**config.mk**
```make
export PLATFORM = sky130hd
export DESIGN_NAME = ifc_driver
export DESIGN_NICKNAME = d
export VERILOG_FILES = /design/src/rtl/ifc_driver.sv
export SDC_FILE = /design/constraint.sdc
export NUM_CORES = 1
export LEC_CHECK = 0
export ABC_AREA = 1
export BUFFER_PORTS_ARGS = -buffer_cell sky130_fd_sc_hd__buf_2
export CORE_MARGIN = 3
export CORE_UTILIZATION = 30
export DETAILED_ROUTE_END_ITERATION = 8
export HOLD_SLACK_MARGIN = 0.03
export PLACE_DENSITY = 0.51
export SLEW_MARGIN = 20
export SYNTH_ARGS = -nofsm -noshare
export SYNTH_HDL_FRONTEND = slang
export SYNTH_SLANG_ARGS = --single-unit
```
**constraint.sdc**
```tcl
create_clock -name clk -period 6.9 [get_ports clk]
set_input_delay 1.035 -clock clk [delete_from_list [all_inputs] [get_ports clk]]
set_output_delay 1.035 -clock clk [all_outputs]
set_load 0.05 [all_outputs]
```
**src/rtl/ifc_driver.sv**
```systemverilog
// ifc_driver: command-driven stepper that walks an (X, Y, Q) interface
// toward a combinational responder, accumulating the returned Z values.
//
// Ports:
//   clk, rst            sole clock; asynchronous active-high reset
//   cmd_valid/ready     command handshake (ready only in IDLE, outside reset)
//   cmd_x0, cmd_y0      initial X / Y values
//   cmd_step            Q value held for the run; also the per-step X increment
//   cmd_count           number of steps (0 -> straight to DONE, empty result)
//   ifc_x, ifc_y, ifc_q interface fields presented to the responder
//   ifc_z               responder result, combinational from ifc_x/y/q
//   res_valid/ready     result handshake (valid while in DONE)
//   res_sum             wrapping sum of the sampled Z values
//   res_xor             XOR of the sampled Z values
//   busy                high in RUN and DONE
module ifc_driver #(
    parameter int unsigned CNT_W = 8,
    parameter int unsigned ACC_W = 24
) (
    input  logic             clk,
    input  logic             rst,
    input  logic             cmd_valid,
    output logic             cmd_ready,
    input  logic [15:0]      cmd_x0,
    input  logic [15:0]      cmd_y0,
    input  logic [7:0]       cmd_step,
    input  logic [CNT_W-1:0] cmd_count,
    output logic [15:0]      ifc_x,
    output logic [15:0]      ifc_y,
    output logic [7:0]       ifc_q,
    input  logic [15:0]      ifc_z,
    output logic             res_valid,
    input  logic             res_ready,
    output logic [ACC_W-1:0] res_sum,
    output logic [15:0]      res_xor,
    output logic             busy
);

    typedef enum logic [1:0] {
        IDLE = 2'd0,
        RUN  = 2'd1,
        DONE = 2'd2
    } state_t;

    state_t             state;
    state_t             state_n;
    logic [CNT_W-1:0]   cnt;
    logic [CNT_W-1:0]   cnt_n;
    logic [15:0]        x_n;
    logic [15:0]        y_n;
    logic [7:0]         q_n;
    logic [ACC_W-1:0]   sum_n;
    logic [15:0]        xor_n;

    // Status decodes of the state register; ready is also gated by reset
    assign cmd_ready = (state == IDLE) && !rst;
    assign busy      = (state != IDLE);
    assign res_valid = (state == DONE);

    // State and datapath registers
    always_ff @(posedge clk or posedge rst) begin
        if (rst) begin
            state   <= IDLE;
            cnt     <= '0;
            ifc_x   <= '0;
            ifc_y   <= '0;
            ifc_q   <= '0;
            res_sum <= '0;
            res_xor <= '0;
        end else begin
            state   <= state_n;
            cnt     <= cnt_n;
            ifc_x   <= x_n;
            ifc_y   <= y_n;
            ifc_q   <= q_n;
            res_sum <= sum_n;
            res_xor <= xor_n;
        end
    end

    // Next-state and datapath update
    always_comb begin
        state_n = state;
        cnt_n   = cnt;
        x_n     = ifc_x;
        y_n     = ifc_y;
        q_n     = ifc_q;
        sum_n   = res_sum;
        xor_n   = res_xor;

        case (state)
            IDLE: begin
                if (cmd_valid && cmd_ready) begin
                    x_n     = cmd_x0;
                    y_n     = cmd_y0;
                    q_n     = cmd_step;
                    cnt_n   = cmd_count;
                    sum_n   = '0;
                    xor_n   = '0;
                    state_n = (cmd_count == '0) ? DONE : RUN;
                end
            end
            RUN: begin
                // Z reflects the current X/Y/Q; sample it, then advance the walk
                sum_n = res_sum + ACC_W'(ifc_z);
                xor_n = res_xor ^ ifc_z;
                x_n   = ifc_x + 16'(ifc_q);
                y_n   = ifc_y - 16'd1;
                cnt_n = cnt - CNT_W'(1);
                if (cnt == CNT_W'(1)) begin
                    state_n = DONE;
                end
            end
            DONE: begin
                if (res_ready) begin
                    state_n = IDLE;
                end
            end
            default: begin
                state_n = IDLE;
            end
        endcase
    end

endmodule

```
==> results.tsv <==
stage	metric	value	unit
global_routing	pin_count_of_the_biggest_net_entering_global_routing	68	
clock_network	clock_tree_from_tritoncts	yes	
worst_hold_path	min-delay-path-class	register to register	
worst_hold_path	whs_path_depth	1	
timing	fmax	341.7	MHz
synth	synth_area	6010	µm²
synth	ys.flop_type	sky130_fd_sc_hd__dfrtp_1	
route	route.vias.total	5958	
run_status	outcome	complete, no violations	
synth	syn_area_per_cell	6.955	µm²
place	placement.io_buffers	150	
timing	worst_clock_skew	10.59	ps
setup_path	crit_path_end_kind	register	
layout	area_growth	21.57	%
clock_network	tritoncts_num_sinks	90	
route	finalWirelength	17760	µm
floorplanning	die_h	147.5	µm
setup_path	worstSetupStartpointType	input port	
timing	final_critical_path_setup_slack	3973	ps
layout	fillerInstances	2138	
route	drt_iter0_markers	273	
synth	synth_area_leaders	sky130_fd_sc_hd__dfrtp_1 37%, sky130_fd_sc_hd__nand2_1 19%, sky130_fd_sc_hd__nand3_1 6.8%, sky130_fd_sc_hd__inv_1 6.1%, sky130_fd_sc_hd__ha_1 5.6%	
timing	grt_setup_unrepaired	false	
synth	netlist-cell-type-count	40	
flow_run	max_cap_viol_count	0	
power_and_ir_drop	leakage	0.003955	µW
layout	final_net_count	1103	
timing	min_period_over_period	0.4242	
timing	timing.final.crit_period	2927	ps
setup_path	timing.reg2reg.worst_path_depth	10	
synth	synth.net_count	961	
route	drtPass1Iterations	5	
place	pre_cts_ws	3511	ps
worst_hold_path	min_from	res_xor[4]	
synth	synth_top_cell_by_area	sky130_fd_sc_hd__dfrtp_1	
synth	synthArstFlopShare	1.000	
setup_path	startpoint	rst	
setup_path	critPathRequiredTime	7190	ps
floorplanning	coreArea	19590	µm²
floorplanning	dieArea	21770	µm²
layout	layoutNonFillerInstCount	1276	
global_routing	grt_pass1_vias	5918	
global_routing	globalRouteTotalUtil	0.1663	
timing	tightestPinTransition	930.6	ps
setup_path	crit_path_top_cell_by_count	sky130_fd_sc_hd__nand2_2	
clock_network	cts_setup_buffers	0	
setup_path	critPathMaxFanout	48	
clock_network	clk_path_buf_depth	2	
setup_path	worstPathCellList	buf_2 > nor2_4 > nand2_2 > buf_4 > nand2_2 > inv_2 > a22o_1 > inv_1 > nand2_1	
place	detailed_place_hpwl	12900	µm
global_routing	antenna_found_initial	0	
clock_network	cts_inserted_buffers	9	
route	ant_nets	0	
timing	slew_headroom	0.3787	
floorplanning	boundaryPins	151	
floorplanning	die-width	147.5	µm
route	drc	0	
timing	drv_slew	0	
synth	yosysSeqAreaShare	0.3748	
clock_network	hold_buffers	0	
setup_path	rr_startpoint	state[0]	
global_routing	grt.overflow.total	0	
setup_path	timing.setup.critical_path_class	input port to register	
synth	postSynthRegisterBits	90	
route	avgRoutedWirePerCell	13.92	µm
setup_path	crit_path_max_incr_delay	780	ps
global_routing	wire_length_of_the_first_global_routing_pass	29570	µm
floorplanning	placementRows	51	
route	via_per_inst	4.669	
clock_network	buffer_type_at_the_clock_tree_root	sky130_fd_sc_hd__clkbuf_16	
layout	insertedDiodeCount	0	
floorplanning	floorplan.initialDensity	0.3068	
layout	post_route_cells_drive_above_1_share	0.1869	
setup_path	crit_path_top_delay_cell	sky130_fd_sc_hd__inv_2	
clock_network	clkSlewWorstSetupHoldPaths	70	ps
synth	synthCells	864	
clock_network	post_cts_resized	0	
place	place_inst	1260	
timing	timing_hold_violations_final	0	
synth	yosys.area.top_type_share	0.3748	
clock_network	ctsHtreeMaxLevel	3	
timing	fin_tns_setup	0	ps
power_and_ir_drop	vdd.ir_drop.worst	0.2645	mV
setup_path	cp_data_arrival_time	3220	ps
place	routabilityCongestion	0.8328	
synth	synth-warning-count	0	
power_and_ir_drop	cellPowerDensity	570.9	nW/µm²
timing	timing.final.setup_violations	0	
clock_network	clkLatencyLatePin	350	ps
synth	synth-edff-count	0	
cells in the mapped netlist (2+ instances only):
cell	instances
sky130_fd_sc_hd__a21o_1	4
sky130_fd_sc_hd__a21oi_1	28
sky130_fd_sc_hd__a221oi_2	4
sky130_fd_sc_hd__a22o_1	3
sky130_fd_sc_hd__buf_2	12
sky130_fd_sc_hd__buf_4	4
sky130_fd_sc_hd__buf_6	3
sky130_fd_sc_hd__clkbuf_1	4
sky130_fd_sc_hd__dfrtp_1	90
sky130_fd_sc_hd__fa_1	2
sky130_fd_sc_hd__ha_1	27
sky130_fd_sc_hd__inv_1	98
sky130_fd_sc_hd__inv_2	3
sky130_fd_sc_hd__nand2_1	302
sky130_fd_sc_hd__nand2_2	3
sky130_fd_sc_hd__nand3_1	82
sky130_fd_sc_hd__nand3b_1	5
sky130_fd_sc_hd__nand4_1	11
sky130_fd_sc_hd__nor2_1	74
sky130_fd_sc_hd__nor2_2	3
sky130_fd_sc_hd__nor3_1	14
sky130_fd_sc_hd__nor4_1	2
sky130_fd_sc_hd__o211ai_1	12
sky130_fd_sc_hd__o21ai_0	38
sky130_fd_sc_hd__o21ai_1	3
sky130_fd_sc_hd__o21bai_1	2
sky130_fd_sc_hd__o221ai_1	3
sky130_fd_sc_hd__o22ai_1	4
sky130_fd_sc_hd__or2_2	4
sky130_fd_sc_hd__xnor2_1	5
sky130_fd_sc_hd__xor2_1	6
cell usage in the layout, fill, tap and decap left out, types with 4 or more instances in the layout:
cell,instances
sky130_fd_sc_hd__inv_1,97
sky130_fd_sc_hd__o211ai_1,12
sky130_fd_sc_hd__xnor2_1,5
sky130_fd_sc_hd__xor2_1,6
sky130_fd_sc_hd__buf_2,150
sky130_fd_sc_hd__buf_4,4
sky130_fd_sc_hd__nor3_1,14
sky130_fd_sc_hd__ha_1,27
sky130_fd_sc_hd__nand2_1,302
sky130_fd_sc_hd__a21o_1,4
sky130_fd_sc_hd__nand4_1,11
sky130_fd_sc_hd__a221oi_2,4
sky130_fd_sc_hd__nand3b_1,5
sky130_fd_sc_hd__dfrtp_1,90
sky130_fd_sc_hd__nor2_1,74
sky130_fd_sc_hd__a21oi_1,28
sky130_fd_sc_hd__nand3_1,82
sky130_fd_sc_hd__clkbuf_16,9
sky130_fd_sc_hd__o22ai_1,4
sky130_fd_sc_hd__or2_2,4
sky130_fd_sc_hd__o21ai_0,38
metal layers:
metal / routed length, µm / global-route usage / vias to the layer above / part of all wire
met5: 0 / 0 / - / 0
met4: 243 / 0.04240 / 0 / 0.014
met3: 696 / 0.03250 / 15 / 0.039
met2: 8472 / 0.2897 / 122 / 0.48
met1: 8345 / 0.2121 / 2733 / 0.47
li1: - / - / 3088 / -
critical path, delay by kind of cell:
family,cells,cell delay [ps]
AND/OR/NAND/NOR,4,490
AO/OA/AOI/OAI,1,230
buffers and inverters,4,1430
registers in the layout, summed over array words and instances (netlist names):
register	flops
ifc_y	16
res_xor	16
cnt	8
ifc_x	16
res_sum	24
state	2
ifc_q	8
cell type report:
class / count / area (µm²) / area share
multi-input cells: 650 / 3239 / 0.4434
flip-flops and latches: 90 / 2252 / 0.3083
repair buffers: 154 / 780.7 / 0.1069
inverters: 101 / 381.6 / 0.05223
well taps: 265 / 331.6 / 0.04538
clock buffers: 11 / 242.7 / 0.03322
clock inverters: 5 / 77.57 / 0.01062
power by group:
part | internal, µW | switching, µW | total (µW)
Sequential | 780 | 237 | 1020
Clock | 327 | 217 | 543
Combinational | 719 | 1890 | 2610
Total | 1820 | 2350 | 4170
path summary, 6_finish.rpt:
| kind | to | slack [ps] |
|---|---|---|
| setup / recovery | ifc_y[13] | 3970 |
| hold / removal | res_xor[4] | 480 |
| setup reg to reg | ifc_y[13] | 4260 |
| hold reg to reg | res_xor[4] | 480 |
| max in group asynchronous | res_sum[12] | 5050 |
| min in group asynchronous | state[1] | 700 |
logic make-up (layout without fill, tap and decap cells):
| kind of cell | count (synthesis) | count (layout) | synth area share |
|---|---|---|---|
| AO/OA/AOI/OAI | 107 | 107 | 0.1112 |
| buffers and inverters | 124 | 271 | 0.08619 |
| flip-flops | 90 | 90 | 0.3748 |
| XOR/XNOR | 11 | 11 | 0.01603 |
| adder cells (fa/ha/maj) | 29 | 29 | 0.06288 |
| AND/OR/NAND/NOR | 503 | 503 | 0.3490 |
metrics by stage:
stage | hold slack, ps | area [µm²] | total power (µW) | utilization
6_report | 482.4 | 7306 | 4171 | 0.3729
5_1_grt | 491.5 | 7306 | 4546 | 0.3729
4_1_cts | 485.2 | 7306 | 4231 | 0.3729
3_5_place_dp | 476.2 | 6985 | 3660 | 0.3566
3_3_place_gp | 467.6 | 6985 | 3643 | 0.3566
2_1_floorplan | 478.0 | 6010 | 3035 | -
No activity file was read; power rests on OpenSTA's default activity.
